[config.mk]
export PLATFORM = sky130hd
export DESIGN_NAME = bpsk_mode_ctrl
export DESIGN_NICKNAME = d
export VERILOG_FILES = /design/src/rtl/bpsk_mode_ctrl.sv
export SDC_FILE = /design/constraint.sdc
export NUM_CORES = 1
export LEC_CHECK = 0
export ABC_AREA = 1
export CAP_MARGIN = 20
export CORE_MARGIN = 2
export CORE_UTILIZATION = 50
export CTS_BUF_LIST = sky130_fd_sc_hd__clkbuf_2 sky130_fd_sc_hd__clkbuf_4 sky130_fd_sc_hd__clkbuf_8
export CTS_CLUSTER_SIZE = 8
export DETAILED_ROUTE_END_ITERATION = 10
export PLACE_DENSITY = 0.71
export SLEW_MARGIN = 20
export SYNTH_ARGS = -nofsm -noshare
export SYNTH_HDL_FRONTEND = slang
export SYNTH_SLANG_ARGS = --single-unit
[constraint.sdc]
create_clock -name clock -period 2.1 [get_ports clock]
set_input_delay 0.63 -clock clock [delete_from_list [all_inputs] [get_ports clock]]
set_output_delay 0.63 -clock clock [all_outputs]
set_load 0.005 [all_outputs]
[src/rtl/bpsk_mode_ctrl.sv]
// bpsk_mode_ctrl: front-panel mode controller for the BPSK modulator.
// Runs the preset/pattern edit menu and commits config over valid/ready.
//
// Ports:
//   clock, reset        : system clock, async active-high reset
//   btn_sel/up/down     : one-cycle press pulses from the debouncers
//   cfg_ready           : modulator accepts the offered config
//   cfg_valid           : config bus holds a new config (COMMIT only)
//   cfg_freq, cfg_pat   : committed/offered preset and pattern index
//   tx_en               : modulator transmit enable, low while editing
//   editing, field      : panel LED and active field (0 freq, 1 pat)

module bpsk_mode_ctrl #(
    parameter int NUM_FREQ = 8,
    parameter int FREQ_W   = 3,
    parameter int NUM_PAT  = 4,
    parameter int PAT_W    = 2,
    parameter int TIMEOUT  = 12_000_000,
    parameter int TO_W     = 24
) (
    input  logic              clock,
    input  logic              reset,
    input  logic              btn_sel,
    input  logic              btn_up,
    input  logic              btn_down,
    input  logic              cfg_ready,
    output logic              cfg_valid,
    output logic [FREQ_W-1:0] cfg_freq,
    output logic [PAT_W-1:0]  cfg_pat,
    output logic              tx_en,
    output logic              editing,
    output logic              field
);

    typedef enum logic [1:0] {
        RUN,
        EDIT_FREQ,
        EDIT_PAT,
        COMMIT
    } state_t;

    localparam logic [FREQ_W-1:0] FREQ_MAX = FREQ_W'(NUM_FREQ - 1);
    localparam logic [PAT_W-1:0]  PAT_MAX  = PAT_W'(NUM_PAT - 1);
    localparam logic [TO_W-1:0]   TO_MAX   = TO_W'(TIMEOUT - 1);

    state_t            state, state_nxt;
    logic [FREQ_W-1:0] sh_freq, sh_freq_nxt;
    logic [PAT_W-1:0]  sh_pat, sh_pat_nxt;
    logic [TO_W-1:0]   timer, timer_nxt;
    logic              saved_tx, saved_tx_nxt;
    logic              cfg_valid_nxt;
    logic [FREQ_W-1:0] cfg_freq_nxt;
    logic [PAT_W-1:0]  cfg_pat_nxt;
    logic              tx_en_nxt;
    logic              editing_nxt;
    logic              field_nxt;

    logic any_pulse;
    logic step_up;
    logic step_down;

    assign any_pulse = btn_sel | btn_up | btn_down;
    // up and down together cancel; sel overrides both
    assign step_up   = btn_up & ~btn_down & ~btn_sel;
    assign step_down = btn_down & ~btn_up & ~btn_sel;

    always_ff @(posedge clock or posedge reset) begin
        if (reset) begin
            state     <= RUN;
            sh_freq   <= '0;
            sh_pat    <= '0;
            timer     <= '0;
            saved_tx  <= 1'b0;
            cfg_valid <= 1'b0;
            cfg_freq  <= '0;
            cfg_pat   <= '0;
            tx_en     <= 1'b0;
            editing   <= 1'b0;
            field     <= 1'b0;
        end else begin
            state     <= state_nxt;
            sh_freq   <= sh_freq_nxt;
            sh_pat    <= sh_pat_nxt;
            timer     <= timer_nxt;
            saved_tx  <= saved_tx_nxt;
            cfg_valid <= cfg_valid_nxt;
            cfg_freq  <= cfg_freq_nxt;
            cfg_pat   <= cfg_pat_nxt;
            tx_en     <= tx_en_nxt;
            editing   <= editing_nxt;
            field     <= field_nxt;
        end
    end

    always_comb begin
        state_nxt     = state;
        sh_freq_nxt   = sh_freq;
        sh_pat_nxt    = sh_pat;
        timer_nxt     = timer;
        saved_tx_nxt  = saved_tx;
        cfg_valid_nxt = cfg_valid;
        cfg_freq_nxt  = cfg_freq;
        cfg_pat_nxt   = cfg_pat;
        tx_en_nxt     = tx_en;
        editing_nxt   = editing;
        field_nxt     = field;

        unique case (state)
            RUN: begin
                if (btn_sel) begin
                    state_nxt    = EDIT_FREQ;
                    sh_freq_nxt  = cfg_freq;
                    sh_pat_nxt   = cfg_pat;
                    saved_tx_nxt = tx_en;
                    tx_en_nxt    = 1'b0;
                    editing_nxt  = 1'b1;
                    field_nxt    = 1'b0;
                    timer_nxt    = '0;
                end
            end

            EDIT_FREQ, EDIT_PAT: begin
                if (any_pulse) begin
                    timer_nxt = '0;
                    if (btn_sel) begin
                        if (state == EDIT_FREQ) begin
                            state_nxt = EDIT_PAT;
                            field_nxt = 1'b1;
                        end else begin
                            state_nxt     = COMMIT;
                            cfg_freq_nxt  = sh_freq;
                            cfg_pat_nxt   = sh_pat;
                            cfg_valid_nxt = 1'b1;
                            editing_nxt   = 1'b0;
                            field_nxt     = 1'b0;
                        end
                    end else if (state == EDIT_FREQ) begin
                        if (step_up) begin
                            sh_freq_nxt = (sh_freq == FREQ_MAX) ? '0
                                        : sh_freq + FREQ_W'(1);
                        end else if (step_down) begin
                            sh_freq_nxt = (sh_freq == '0) ? FREQ_MAX
                                        : sh_freq - FREQ_W'(1);
                        end
                    end else begin
                        if (step_up) begin
                            sh_pat_nxt = (sh_pat == PAT_MAX) ? '0
                                       : sh_pat + PAT_W'(1);
                        end else if (step_down) begin
                            sh_pat_nxt = (sh_pat == '0) ? PAT_MAX
                                       : sh_pat - PAT_W'(1);
                        end
                    end
                end else if (timer == TO_MAX) begin
                    // abandon the edit, restore the pre-edit TX state
                    state_nxt   = RUN;
                    tx_en_nxt   = saved_tx;
                    editing_nxt = 1'b0;
                    field_nxt   = 1'b0;
                    timer_nxt   = '0;
                end else begin
                    timer_nxt = timer + TO_W'(1);
                end
            end

            COMMIT: begin
                // cfg_valid is always high here; buttons are ignored
                if (cfg_valid && cfg_ready) begin
                    state_nxt     = RUN;
                    cfg_valid_nxt = 1'b0;
                    tx_en_nxt     = 1'b1;
                end
            end
        endcase
    end

endmodule

==> flow_metrics.env, run 1 <==
export IMPL_period_minus_slack_ps=1818
export IMPL_dieWidth_um=75.90
export IMPL_status="finished, final reports clean"
export IMPL_post_cts_resized=0
export IMPL_cp_arrival_ps=1190
export IMPL_slew_viol_final=0
export IMPL_antenna_cells=0
export IMPL_drt_total_wl_mm=5.174
export IMPL_ys_warn_count=0
export IMPL_clk_latency_ps=300
export IMPL_design_area_um2=2978
export IMPL_path_clk_slew_ps=70
export IMPL_antenna_found_initial=0
export IMPL_cts_tree="built"
export IMPL_relSlewSlack_pct=71.61
export IMPL_cts_max_path_buffers=2
export IMPL_startpoint="cfg_freq[1]"
export IMPL_cts_buffers=5
export IMPL_nNetsFinal=399
export IMPL_port_buffers=14
export IMPL_dr_pass1_iters=4
export IMPL_synthesis_nets=369
export IMPL_gp_congestion=0.9160
export IMPL_ys_ff_latch=41
export IMPL_met3_usage_pct=4.643
export IMPL_viasPerCell=4.938
export IMPL_use_met1_pct=24.96
export IMPL_die_y_um=75.90
export IMPL_power_total_mw=3.236
export IMPL_max_freq_ghz=0.5501
export IMPL_clock_sinks=41
export IMPL_hold_start="editing"
export IMPL_ctsHoldBuffers=0
export IMPL_crit_fanout=3
export IMPL_vdd_ir_drop_max_v=0.0007558
export IMPL_synth_seq_area_share_pct=39.69
export IMPL_cp_data_required_time_ps=1470
export IMPL_syn_area_um2=2585
export IMPL_rows=26
export IMPL_route_detailed_drc=0
export IMPL_critPathTopFamily="buffers and inverters"
export IMPL_start_util_pct=51.27
export IMPL_worst_pin_slew_ps=424.2
export IMPL_antenna_left=0
export IMPL_fin_ws_ps=282.3
export IMPL_grtUsageMet2_pct=34.02
export IMPL_placed_area_um2=2888
export IMPL_rr_startpoint="state[0]"
export IMPL_setup_viol=0
export IMPL_wire_per_inst_um=11.45
export IMPL_critPathKind="flop to output port"
export IMPL_rsz0062_at_grt="false"
export IMPL_skew_ps=5.948
export IMPL_cpMaxStageDelayCell="clkdlybuf4s50_1"
export IMPL_grt_pass1_vias=2114
export IMPL_pre_cts_ws_ps=-6.035
export IMPL_htree_levels=2
export IMPL_grt_max_degree=42
export IMPL_startpoint_type="flop"
export IMPL_grt_busiest_layer="met2"
export IMPL_post_route_period_util_pct=86.56
export IMPL_drtIter0Drc=131
export IMPL_final_layout_size_suffix_gt1_share_pct=10.73
export IMPL_pwr_density_cell_nw_per_um2=1087
export IMPL_dp_hpwl_mm=3.925
export IMPL_syn_inst=352
export IMPL_vias=2232
export IMPL_hp_class="flop to flop"
export IMPL_die_area_um2=5761
export IMPL_synth_area_per_cell_um2=7.344
export IMPL_yosys_cell_types_count=30
export IMPL_cp_end_kind="output port"
export IMPL_cts_setup_buffers=0
export IMPL_overflow=0
export IMPL_ctsRootBufferMaster="clkbuf_8"
export IMPL_slowest_delay_ps=510
export IMPL_hold_viol_final=0
export IMPL_max_cap_viol_count=0
export IMPL_syn_to_final_growth_pct=15.20
export IMPL_leakage_nw=1.420
export IMPL_core_area_um2=5042
export IMPL_io_pins=15
export IMPL_grt_pass1_wl_mm=9.342
export IMPL_crit_chain="clkdlybuf4s50_1"
export IMPL_crit_buf_inv=1
export IMPL_groute_usage_overall_pct=20.05
==> metrics by stage <==
| step | utilization [%] | hold slack [ps] | TNS [ps] | instances |
|---|---|---|---|---|
| 5_1_grt | 59.06 | 525.6 | 0 | 452 |
| 4_1_cts | 59.06 | 477.8 | 0 | 452 |
| 6_report | 59.06 | 473.2 | 0 | 452 |
| 2_1_floorplan | - | 464.2 | 0 | 352 |
| 3_5_place_dp | 57.27 | 458.4 | -10.07 | 445 |
| 3_3_place_gp | 57.27 | 461.2 | 0 | 445 |
==> final cells by class <==
type	instances	area, um^2
fillers	466	2064
multi-input cells	260	1326
flip-flops and latches	41	1026
repair buffers	28	270.3
inverters	46	177.7
clock buffers	7	90.09
well taps	70	87.58
==> cells by family after synthesis <==
group | share of synthesized area [%]
and+or+nand+nor | 35.62
xor gates and xnor gates | 3.388
AOI/OAI and AO/OA | 6.970
DFF | 39.69
adders and majority gates | 5.324
buffers and inverters | 9.003
==> layout by cell type (no fill, tap or decap), types with 3 or more instances in the layout <==
cell,count
buf_4,12
inv_1,42
xor2_1,4
nand4_1,13
nor2_1,60
nor2_2,6
nand2_4,4
a21oi_1,4
nor3_1,3
nand2_1,94
xnor2_1,6
o211ai_1,4
dfrtp_1,41
clkdlybuf4s50_1,14
nand3_1,19
ha_1,11
o21ai_0,19
clkbuf_8,6
==> state kept, by name, indices dropped and copies added, names as in the netlist, 2 cells and up <==
signal / count
timer: 24
cfg_freq: 3
sh_freq: 3
cfg_pat: 2
sh_pat: 2
state: 2
==> synth_stat cells <==
cell / instances / share of area (%)
nor3_1: 3 / 0.58
xnor2_1: 6 / 2.0
inv_6: 1 / 0.34
buf_6: 2 / 0.87
inv_1: 43 / 6.2
o211ai_1: 4 / 1.2
nor2_1: 60 / 8.7
or2_2: 1 / 0.24
o21a_1: 1 / 0.29
a21o_1: 1 / 0.29
xor2_1: 4 / 1.4
buf_4: 1 / 0.29
ha_1: 11 / 5.3
nand2_2: 2 / 0.48
nor2_4: 2 / 0.87
nand3_2: 2 / 0.77
inv_2: 2 / 0.29
nand2_1: 94 / 14
nand2_4: 4 / 1.7
nand4_1: 13 / 3.1
nand3_1: 19 / 3.7
buf_2: 1 / 0.19
nand3b_1: 1 / 0.29
o21ai_0: 19 / 3.7
nor2_2: 6 / 1.5
a21oi_1: 4 / 0.77
o21bai_1: 1 / 0.29
dfrtp_1: 41 / 40
o22ai_1: 2 / 0.48
buf_12: 1 / 0.77
==> worst paths after layout <==
kind / endpoint / slack (ps) / depth (start not counted)
worst max-delay path: cfg_freq[1] / 280 / 1
worst min-delay path: editing / 470 / 2
worst max register to register: sh_freq[1] / 420 / 9
worst min register to register: editing / 470 / 2
max in group asynchronous: editing / 1240 / 3
min in group asynchronous: timer[14] / 660 / 3
==> metal layers <==
metal  wire length [um]  vias up
li1                   -     1174
met1               2361     1012
met2               2538       35
met3                174       11
met4                101        0
met5                  0        -
==> worst register-to-register path, stage by stage (launching register included) <==
cell	delay [ps]
dfrtp_1	400
inv_1	80
ha_1	300
buf_4	170
nand2_1	80
nand2_1	100
nand3_1	130
nor2_2	190
o211ai_1	120
nand2_1	70
==> report_power, final <==
group | switching (mW) | internal (mW) | total, mW
Clock | 0.264 | 0.274 | 0.538
Sequential | 0.103 | 0.943 | 1.05
Combinational | 0.974 | 0.678 | 1.65
No activity file was read; power rests on OpenSTA's default activity.
==> run 2, diff against run 1 <==
CORE_MARGIN = 4   (was 2)
==> run 2 against run 1 <==
Against the previous run: fmax shrank 0.33%; utilization grew 2.0 points; clock skew fell by 1.7 ps; final area about the same; global-route usage shrank 0.50 points.
==> flow_metrics.env, run 2 (synthesis gave the netlist of run 1 again) <==
export IMPL_nNetsFinal=398
export IMPL_layout_common_cells="nand2_1, nor2_1, inv_1, dfrtp_1"
export IMPL_cts_max_path_buffers=2
export IMPL_top_regs="timer x24, cfg_freq x3, sh_freq x3"
export IMPL_vdd_ir_drop_max_v=0.0009835
export IMPL_viasPerCell=5.047
export IMPL_slew_viol_final=0
export IMPL_grt_max_degree=32
export IMPL_cts_buffers=5
export IMPL_dieWidth_um=79.90
export IMPL_io_pins=15
export IMPL_path_depth=1
export IMPL_port_buffers=14
export IMPL_period_minus_slack_ps=1824
export IMPL_grt_pass1_vias=2097
export IMPL_startpoint="tx_en"
export IMPL_core_area_um2=4880
export IMPL_groute_usage_overall_pct=19.55
export IMPL_die_area_um2=6384
export IMPL_htree_levels=2
export IMPL_layout_commonest_cell="nand2_1"
export IMPL_setup_viol=0
export IMPL_internal_power_mw=1.981
export IMPL_wire_per_inst_um=12.19
export IMPL_final_layout_size_suffix_gt1_share_pct=10.50
export IMPL_p_sw_share_pct=41.08
export IMPL_dp_hpwl_mm=4.106
export IMPL_pwr_density_cell_nw_per_um2=1128
export IMPL_cp_arrival_ps=1190
export IMPL_start_util_pct=52.97
export IMPL_ctsHoldBuffers=0
export IMPL_path_clk_slew_ps=80
export IMPL_antenna_cells=0
export IMPL_cts_setup_buffers=0
export IMPL_rsz0062_at_grt="false"
export IMPL_combPwrFrac_pct=50.2
export IMPL_drt_total_wl_mm=5.460
export IMPL_p_clk_share_pct=18.6
export IMPL_cts_tree="built"
export IMPL_place_inst=441
export IMPL_crit_chain="clkdlybuf4s50_1"
export IMPL_holdWs_ps=479.4
export IMPL_largest_register_ff_count=24
export IMPL_seqCellArea_um2=1026
export IMPL_max_freq_ghz=0.5483
export IMPL_reg2reg_slack_ps=420
export IMPL_leakage_nw=1.424
export IMPL_overflow=0
export IMPL_critPathTopFamily="buffers and inverters"
export IMPL_gp_congestion=0.9281
export IMPL_design_area_um2=2980
export IMPL_post_route_util_pct=61.08
export IMPL_r2r_end="timer[15]"
export IMPL_startpoint_type="flop"
export IMPL_post_route_period_util_pct=86.85
export IMPL_placed_area_um2=2877
export IMPL_skew_ps=4.287
export IMPL_cp_data_required_time_ps=1470
export IMPL_route_detailed_drc=0
export IMPL_ctsRootBufferMaster="clkbuf_8"
export IMPL_drtIter0Drc=122
export IMPL_multiInputGateArea_um2=1326
export IMPL_ff2ff_path_depth=10
export IMPL_worst_pin_slew_ps=441.0
export IMPL_rr_startpoint="state[0]"
export IMPL_critPathKind="flop to output port"
export IMPL_grt_pass1_wl_mm=9.749
export IMPL_max_cap_viol_count=0
export IMPL_antenna_left=0
export IMPL_largest_register="timer"
export IMPL_cp_end_kind="output port"
export IMPL_die_y_um=79.90
export IMPL_pwr_share_seq_pct=31.1
export IMPL_crit_fanout=3
export IMPL_hold_start="editing"
export IMPL_clock_sinks=41
export IMPL_hp_class="flop to flop"
export IMPL_status="finished, final reports clean"
export IMPL_clk_latency_ps=300
export IMPL_syn_to_final_growth_pct=15.30
export IMPL_post_cts_resized=0
export IMPL_slowest_delay_ps=510
export IMPL_cpMaxStageDelayCell="clkdlybuf4s50_1"
export IMPL_power_switching_mw=1.381
export IMPL_hold_viol_final=0
export IMPL_fill_cells=457
export IMPL_relSlewSlack_pct=70.49
export IMPL_final_cells=448
export IMPL_crit_buf_inv=1
export IMPL_antenna_found_initial=0
export IMPL_dr_pass1_iters=4
export IMPL_rows=25
export IMPL_tns_ps=0
export IMPL_vias=2261
export IMPL_critPathCapture="tx_en"
## run 2: cell types whose count changed in the layout (fill, tap and decap cells not counted)
cell | before | now
buf_4 | 12 | 11
bufinv_16 | 0 | 1
clkbuf_4 | 1 | 0
clkbuf_8 | 6 | 5
clkinv_1 | 1 | 0
clkinv_2 | 0 | 1
inv_1 | 42 | 43
## run 2: worst min-delay path, cell delays in order, from the launching register on
cell,delay [ps]
dfrtp_1,350
nand2_1,50
nand2_1,50
## run 2: how the worst min path moves through the flow
stage,endpoint,slack [ps],cells after the start
finish,editing,480,2
CTS,editing,480,2
detailed placement,editing,460,2
floorplan,editing,460,2
global route,field,510,2
global placement,field,460,2
## run 2: area by class of cell
cell class,instances,share of cell area (%)
Multi-Input combinational cell,260,44.50
Sequential cell,41,34.42
Timing Repair Buffer,27,8.816
Inverter,46,5.961
Tap cell,67,2.813
Clock buffer,5,2.309
Clock inverter,2,1.175
## run 2: layer usage
layer | routed length, um | global-route usage [%]
met3 | 245 | 4.402
met5 | 0 | 0
met4 | 73 | 6.250
met2 | 2413 | 28.97
met1 | 2728 | 28.15
## run 2: power by group through the flow
stage          Sequential [mW]  Clock, mW  Combinational, mW
2_1_floorplan             1.05          0               1.19
3_3_place_gp              1.06          0               1.65
3_5_place_dp              1.06          0               1.68
4_1_cts                   1.05      0.644               1.69
5_1_grt                   1.06      0.677               1.93
6_report                  1.05      0.626               1.69
## run 2: per-stage QoR
step	setup slack, ps	power (mW)
after floorplan	438.5	2.242
after global placement	31.12	2.705
after detailed placement	5.221	2.744
after CTS	265.7	3.383
after global routing	158.6	3.672
final	276.2	3.362
==> run 3, diff against run 2 <==
SLEW_MARGIN = not set   (was 20)
clock period = 1.7 ns   (was 2.1 ns; I/O delays follow)
==> run 3 against run 2 <==
Against the previous run: via count up 3.9%; power is 40% higher; sequential power rose by 23%; count of clock-buffer cells in the layout unchanged; global-route usage down 0.35 points; die area did not move; worst setup slack got worse by 240 ps; final area grew 8.9%.
==> flow_metrics.env, run 3 (synthesis gave the netlist of run 1 again) <==
export IMPL_status="finished, final reports clean"
export IMPL_cp_arrival_ps=1150
export IMPL_largest_register_ff_count=24
export IMPL_dp_hpwl_mm=4.119
export IMPL_setup_viol=0
export IMPL_post_route_util_pct=66.54
export IMPL_top_regs="timer x24, cfg_freq x3, sh_freq x3"
export IMPL_antenna_left=0
export IMPL_layout_commonest_cell="nand2_1"
export IMPL_pwr_share_seq_pct=27.4
export IMPL_startpoint_type="flop"
export IMPL_clk_latency_ps=290
export IMPL_nNetsFinal=421
export IMPL_hold_viol_final=0
export IMPL_start_util_pct=52.97
export IMPL_core_area_um2=4880
export IMPL_p_sw_share_pct=39.47
export IMPL_drtIter0Drc=125
export IMPL_critPathKind="flop to output port"
export IMPL_max_cap_viol_count=0
export IMPL_whs_path_depth=2
export IMPL_slowest_delay_ps=510
export IMPL_port_buffers=14
export IMPL_hold_start="editing"
export IMPL_max_freq_ghz=0.6018
export IMPL_ff2ff_path_depth=11
export IMPL_rows=25
export IMPL_die_y_um=79.90
export IMPL_vdd_ir_drop_max_v=0.001230
export IMPL_dieWidth_um=79.90
export IMPL_worst_pin_slew_ps=277.8
export IMPL_pre_cts_ws_ps=-268.7
export IMPL_die_area_um2=6384
export IMPL_power_switching_mw=1.861
export IMPL_path_clk_slew_ps=80
export IMPL_route_detailed_drc=0
export IMPL_post_route_period_util_pct=97.75
export IMPL_critPathTopFamily="buffers and inverters"
export IMPL_cts_max_path_buffers=2
export IMPL_groute_usage_overall_pct=19.21
export IMPL_grt_pass1_wl_mm=9.735
export IMPL_period_minus_slack_ps=1662
export IMPL_vias=2350
export IMPL_largest_register="timer"
export IMPL_relSlewSlack_pct=81.41
export IMPL_layout_common_cells="nand2_1, nor2_1, dfrtp_1, inv_1, buf_4"
export IMPL_crit_fanout=2
export IMPL_rr_startpoint="state[1]"
export IMPL_crit_buf_inv=1
export IMPL_grt_pass1_vias=2140
export IMPL_pwr_density_cell_nw_per_um2=1452
export IMPL_final_layout_size_suffix_gt1_share_pct=19.01
export IMPL_internal_power_mw=2.854
export IMPL_reg2reg_slack_ps=90
export IMPL_overflow=0
export IMPL_tns_ps=0
export IMPL_ctsHoldBuffers=0
export IMPL_fin_ws_ps=38.31
export IMPL_cp_end_kind="output port"
export IMPL_p_clk_share_pct=20.0
export IMPL_antenna_cells=0
export IMPL_viasPerCell=4.979
export IMPL_gp_congestion=0.9102
export IMPL_path_depth=1
export IMPL_htree_levels=2
export IMPL_clock_sinks=41
export IMPL_ctsRootBufferMaster="clkbuf_8"
export IMPL_cp_data_required_time_ps=1190
export IMPL_dr_pass1_iters=4
export IMPL_drt_total_wl_mm=5.708
export IMPL_slew_viol_final=0
export IMPL_skew_ps=12.03
export IMPL_syn_to_final_growth_pct=25.60
export IMPL_combPwrFrac_pct=52.6
export IMPL_hold_end="editing"
export IMPL_io_pins=15
export IMPL_crit_chain="clkdlybuf4s50_1"
export IMPL_leakage_nw=1.626
export IMPL_cpMaxStageDelayCell="clkdlybuf4s50_1"
export IMPL_cts_tree="built"
export IMPL_antenna_found_initial=0
export IMPL_r2r_end="editing"
export IMPL_wire_per_inst_um=12.09
export IMPL_cts_buffers=5
export IMPL_hp_class="flop to flop"
export IMPL_grt_max_degree=42
==> run 3: changes by cell type in the layout (fill, tap and decap cells not counted), sizes merged <==
cell,before,now
buf,13,36
bufinv,1,2
clkdlybuf4s50,14,7
dlygate4sd2,0,2
dlymetal6s2s,0,5
==> run 3: cell type report <==
class | count | area (um^2)
flip-flops and latches | 41 | 1026
repair buffers | 50 | 449.2
clock buffers | 5 | 68.82
multi-input cells | 260 | 1376
inverters | 46 | 177.7
fillers | 431 | 1633
well taps | 67 | 83.83
clock inverters | 3 | 65.06
==> run 3: worst max path at each step <==
| stage | end | startpoint | slack (ps) |
|---|---|---|---|
| after global routing | sh_pat[0] | btn_down | -20 |
| after detailed placement | timer[18] | btn_sel | -270 |
| after CTS | cfg_valid | cfg_valid | 2 |
| after global placement | timer[9] | btn_sel | -250 |
| after floorplan | sh_freq[1] | state[0] | 40 |
| final | cfg_valid | cfg_valid | 40 |
==> run 3: power groups by stage <==
| stage | combinational (mW) | clock (mW) | sequential, mW |
|---|---|---|---|
| floorplan | 1.48 | 0 | 1.29 |
| global placement | 2.14 | 0 | 1.31 |
| detailed placement | 2.17 | 0 | 1.32 |
| CTS | 2.25 | 0.965 | 1.29 |
| global route | 2.78 | 1.00 | 1.31 |
| finish | 2.48 | 0.944 | 1.29 |
==> run 3: layer usage <==
metal / wire length, um / vias to the layer above / global-route usage [%] / part of all wire (%)
li1: - / 1219 / - / -
met1: 2861 / 1093 / 27.31 / 50
met2: 2585 / 29 / 30.13 / 45
met3: 174 / 9 / 3.047 / 3.0
met4: 86 / 0 / 5.405 / 1.5
met5: 0 / - / 0 / 0
==> run 3: through the flow <==
stage	total power, mW	cells	hold slack (ps)	cell area (um^2)
2_1_floorplan	2.770	352	464.2	2585
6_report	4.715	472	503.7	3247
5_1_grt	5.098	472	549.3	3247
3_3_place_gp	3.452	454	454.6	2974
3_5_place_dp	3.483	454	462.7	2974
4_1_cts	4.499	467	484.3	3143
==> run 3: repair_timing <==
item	CTS	global route
pin swaps	0	2
gates resized for setup	2	24
endpoints found under the setup margin	6	43
hold endpoints to repair	0	0
buffers inserted	5	5
==> edit 1, RTL diff (config.mk and constraints of run 2) <==
Set the parameter `PAT_W` to 4 (it was 2).
--- a/src/rtl/bpsk_mode_ctrl.sv
+++ b/src/rtl/bpsk_mode_ctrl.sv
@@ -16,3 +16,3 @@
     parameter int NUM_PAT  = 4,
-    parameter int PAT_W    = 2,
+    parameter int PAT_W    = 4,
     parameter int TIMEOUT  = 12_000_000,
Ports: changed (resized cfg_pat); port bits go from 15 to 17. The function was not compared with the original's and may differ.
==> edit 1 against run 2 <==
Sequential cell count rose by 4. Maximum frequency fell by 4.9%. Register-to-register slack got worse by 0.18 ns. Die area rose by 6.7%. Setup slack got worse by 0.093 ns. Total power rose by 11%. Cell area rose by 8.6%. Wire length rose by 12%. Area after synthesis rose by 7.5%. Synthesized cell count rose by 7.7%. Critical path type unchanged.
==> edit 1: results (changes against run 2) <==
status complete, no violations; sequential share of the synthesized area 40.5% (+0.83 points); final net count 431 (+8.3%); worst setup slack after placement -0.122 ns (-0.127 ns); share of synthesized cell area in full adder, half adder and majority cells 4.95% (-0.37 points); wire per inst 12.6 um (+3.3%); number of violations reported at the end of detailed-routing iteration 0 146 (+20%); signal arrival time at the worst endpoint 1.29 ns (+0.10 ns); static leakage 1.58 nW (+11%); worst ir drop on vdd 0.000791 V (-20%); aggregate global-route resource usage 21.1% (+1.6 points); actual slew at the worst max-slew pin 0.481 ns (+0.0395 ns); total half-perimeter wirelength after legalization and detailed placement 4600 um (+12%); count of buffers from port buffering 16 (+2); maximum number of pins on one net before global-route repair 46 (+44%); synth unique cells 34 (+13%); global placement routability congestion 0.886 (-4.6%); registers with the highest flip-flop counts timer (24), cfg_pat (4), sh_pat (4); total nets after synthesis 396 (+7.3%); number of global-route vias before repair 2421 (+15%); slowest stage delay, CP 0.54 ns (+0.03 ns); maximum clock skew at final layout 0.0110 ns (+0.00668 ns); first-pass GRT wire length 11100 um (+13%); total number of vias 2452 (+8.4%); number of inserted filler cells in the final layout 501 (+9.6%); layout cells sized above 1 10.4% (-0.11 points)
[edit 1: layout make-up]
type	instances	share of cell area, %
Tap cell	70	2.71
Clock buffer	7	2.78
Timing Repair Buffer	33	9.66
Inverter	47	5.53
Multi-Input combinational cell	282	44.5
Sequential cell	45	34.8
[edit 1: path summary, 6_finish.rpt]
kind | endpoint | start | slack (ns) | cells after the start
worst max-delay path | tx_en | tx_en$_DFFE_PP0P_ | 0.18 | 1
worst min-delay path | editing$_DFFE_PP0P_ | editing$_DFFE_PP0P_ | 0.48 | 2
worst max register to register | sh_freq[2]$_DFFE_PP0P_ | state[0]$_DFFE_PP0P_ | 0.24 | 9
worst min register to register | editing$_DFFE_PP0P_ | editing$_DFFE_PP0P_ | 0.48 | 2
max in group asynchronous | timer[11]$_DFFE_PP0P_ | reset | 1.20 | 3
min in group asynchronous | timer[19]$_DFFE_PP0P_ | reset | 0.68 | 3
[edit 1: kinds of logic (layout without fill, tap and decap cells)]
kind of cell,Yosys count,after routing
XOR/XNOR,14,14
flip-flops,45,45
AO/OA/AOI/OAI,36,36
adder cells (fa/ha/maj),11,11
AND/OR/NAND/NOR,221,221
buffers and inverters,52,87
[edit 1: power by group]
| group | total (W) | switching [W] | leakage (nW) | internal [W] |
|---|---|---|---|---|
| Combinational | 0.00196 | 0.00114 | 0.937 | 0.000816 |
| Clock | 0.000561 | 0.000287 | 0.0477 | 0.000274 |
| Sequential | 0.00123 | 0.000166 | 0.598 | 0.00106 |
[edit 1: routing by layer]
layer	global-route usage, %	routed length, um
met1	28.8	2910
met2	32.8	2860
met3	4.12	192
met4	8.99	133
met5	0	0
[edit 1: stage by stage]
stage / cells / utilization [%] / power (W) / hold slack [ns] / area [um^2]
2_1_floorplan: 379 / - / 0.00252 / 0.464 / 2780
3_3_place_gp: 477 / 60.1 / 0.00315 / 0.458 / 3150
3_5_place_dp: 477 / 60.1 / 0.00319 / 0.463 / 3150
4_1_cts: 484 / 61.8 / 0.00377 / 0.485 / 3240
5_1_grt: 484 / 61.8 / 0.00413 / 0.539 / 3240
6_report: 484 / 61.8 / 0.00375 / 0.478 / 3240
==> edit 2, RTL diff (settings of run 2) <==
Without the edit above. Encoding of `state_t`: now Gray code (2 bits for 4 states).
--- a/src/rtl/bpsk_mode_ctrl.sv
+++ b/src/rtl/bpsk_mode_ctrl.sv
@@ -35,6 +35,6 @@
     typedef enum logic [1:0] {
-        RUN,
-        EDIT_FREQ,
-        EDIT_PAT,
-        COMMIT
+        RUN       = 2'b00,
+        EDIT_FREQ = 2'b01,
+        EDIT_PAT  = 2'b11,
+        COMMIT    = 2'b10
     } state_t;
Function: same outputs for any inputs over 4 cycles, from zero or initial values and one cycle with reset high; so few cycles prove little.
==> edit 2 against run 2 <==
Wire length shrank 2.0%. Worst hold slack worse by 0.0074 ns. Area after synthesis decreased by 3.4%. Total power is 18% lower. Final cell count down 1.3%. Setup slack worse by 0.047 ns. Sequential cell count did not move. Register-to-register slack worse by 0.06 ns. Cell area is 1.0% lower. Sequential share of layout area up 0.37 points. Non-clock buffer count is 8 higher. Largest power group unchanged.
==> edit 2: results (changes against run 2) <==
status complete, no violations; total half-perimeter wirelength after legalization and detailed placement 4060 um (-1.0%); number of inserted filler cells in the final layout 430 (-5.9%); clock transition at the registers of the reported paths 0.07 ns; first-pass GRT wire length 9850 um (+0.99%); routed wire length 5350 um (-2.0%); compound-gate portion of the synthesized area 9.77% (+2.8 points); total number of vias 2198 (-2.8%); sequential share of the synthesized area 41.1% (+1.4 points); Worst Hold End field$_DFFE_PP0P_; layout cells sized above 1 13.1% (+2.6 points); share of synthesized cell area in full adder, half adder and majority cells 3.51% (-1.8 points); post-route worst setup slack 0.229 ns (-0.0468 ns); Yosys top cell area share 41.1% (+1.4 points); final net count 387 (-2.8%); worst setup slack after placement -0.0663 ns (-0.0715 ns); Avg Inst Size Synth 7.43 um^2 (+1.2%); met1 Use GR 27.6% (-0.60 points); global placement routability congestion 0.975 (+5.1%); number of vias per cell 4.97 (-1.5%); met2 track demand over resource 31.1% (+2.1 points); most common library cells after synthesis sky130_fd_sc_hd__nand2_1, sky130_fd_sc_hd__nor2_1, sky130_fd_sc_hd__dfrtp_1; total nets after synthesis 349 (-5.4%); aggregate global-route resource usage 20.2% (+0.62 points); maximum number of pins on one net before global-route repair 42 (+31%); synth unique cells 34 (+13%); signal arrival time at the worst endpoint 2.06 ns (+0.87 ns); number of placed instances with taps included 434 (-1.6%); maximum clock skew at final layout 0.00627 ns (+0.00198 ns); largest cells by area after synthesis sky130_fd_sc_hd__dfrtp_1, sky130_fd_sc_hd__nand2_1, sky130_fd_sc_hd__nor2_1; critical register-to-register path startpoint timer[0]$_DFFE_PP0P_; Internal Pwr Total 0.00171 W (-13%); Reg2Reg Depth 8 (-2); hold path startpoint field$_DFFE_PP0P_; post-synthesis to final-layout area growth 18.1%; worst ir drop on vdd 0.000707 V (-28%); static leakage 1.42 nW (+0.10%); actual slew at the worst max-slew pin 0.363 ns (-0.0781 ns); xor/xnor cell area share of the yosys netlist 3.86% (+0.47 points); CP max FO 6 (+3); worst hold-check slack 0.472 ns (-0.00740 ns); endpoint of the worst register-to-register path timer[18]$_DFFE_PP0P_; Setup Crit Path Kind in2reg; number of violations reported at the end of detailed-routing iteration 0 129 (+5.7%); routing usage on met3 4.59% (+0.19 points); number of gates given a new drive strength after cts 0 (unchanged); number of global-route vias before repair 2116 (+0.91%); reg-to-reg setup timing slack 0.36 ns (-0.06 ns)
## edit 2: changes by cell type in the layout (fill, tap and decap cells not counted), moves of 4 or more
cell,before,now
sky130_fd_sc_hd__buf_4,11,20
sky130_fd_sc_hd__nor2_2,6,1
sky130_fd_sc_hd__o21ai_0,19,24
sky130_fd_sc_hd__ha_1,11,7
sky130_fd_sc_hd__xor2_1,4,9
sky130_fd_sc_hd__nor2_1,60,49
sky130_fd_sc_hd__nand4_1,13,7
sky130_fd_sc_hd__xnor2_1,6,2
## edit 2: power groups by stage
stage | Clock, W | Combinational [W] | Sequential (W)
floorplan | 0 | 0.000746 | 0.00106
global placement | 0 | 0.00115 | 0.00109
detailed placement | 0 | 0.00118 | 0.00110
CTS | 0.000526 | 0.00119 | 0.00109
global route | 0.000564 | 0.00134 | 0.00112
finish | 0.000511 | 0.00117 | 0.00109
## edit 2: routing by layer
metal / up-vias / share of wire, % / wire (um)
met2: 48 / 45 / 2410
met5: - / 0 / 0
met3: 11 / 4.3 / 230
met4: 0 / 1.8 / 96
li1: 1140 / - / -
met1: 999 / 49 / 2620
## edit 2: logic make-up (layout without fill, tap and decap cells)
family / count (synthesis) / in the layout
buffers and inverters: 48 / 87
AOI/OAI and AO/OA: 41 / 41
adders and majority gates: 7 / 7
xor gates and xnor gates: 11 / 11
and+or+nand+nor: 188 / 188
DFF: 41 / 41
## edit 2: cell type report
class,instances,area share [%]
Timing Repair Buffer,35,10.5
Inverter,44,5.60
Clock buffer,6,2.59
Clock inverter,2,0.339
Tap cell,67,2.84
Multi-Input combinational cell,247,43.3
Sequential cell,41,34.8
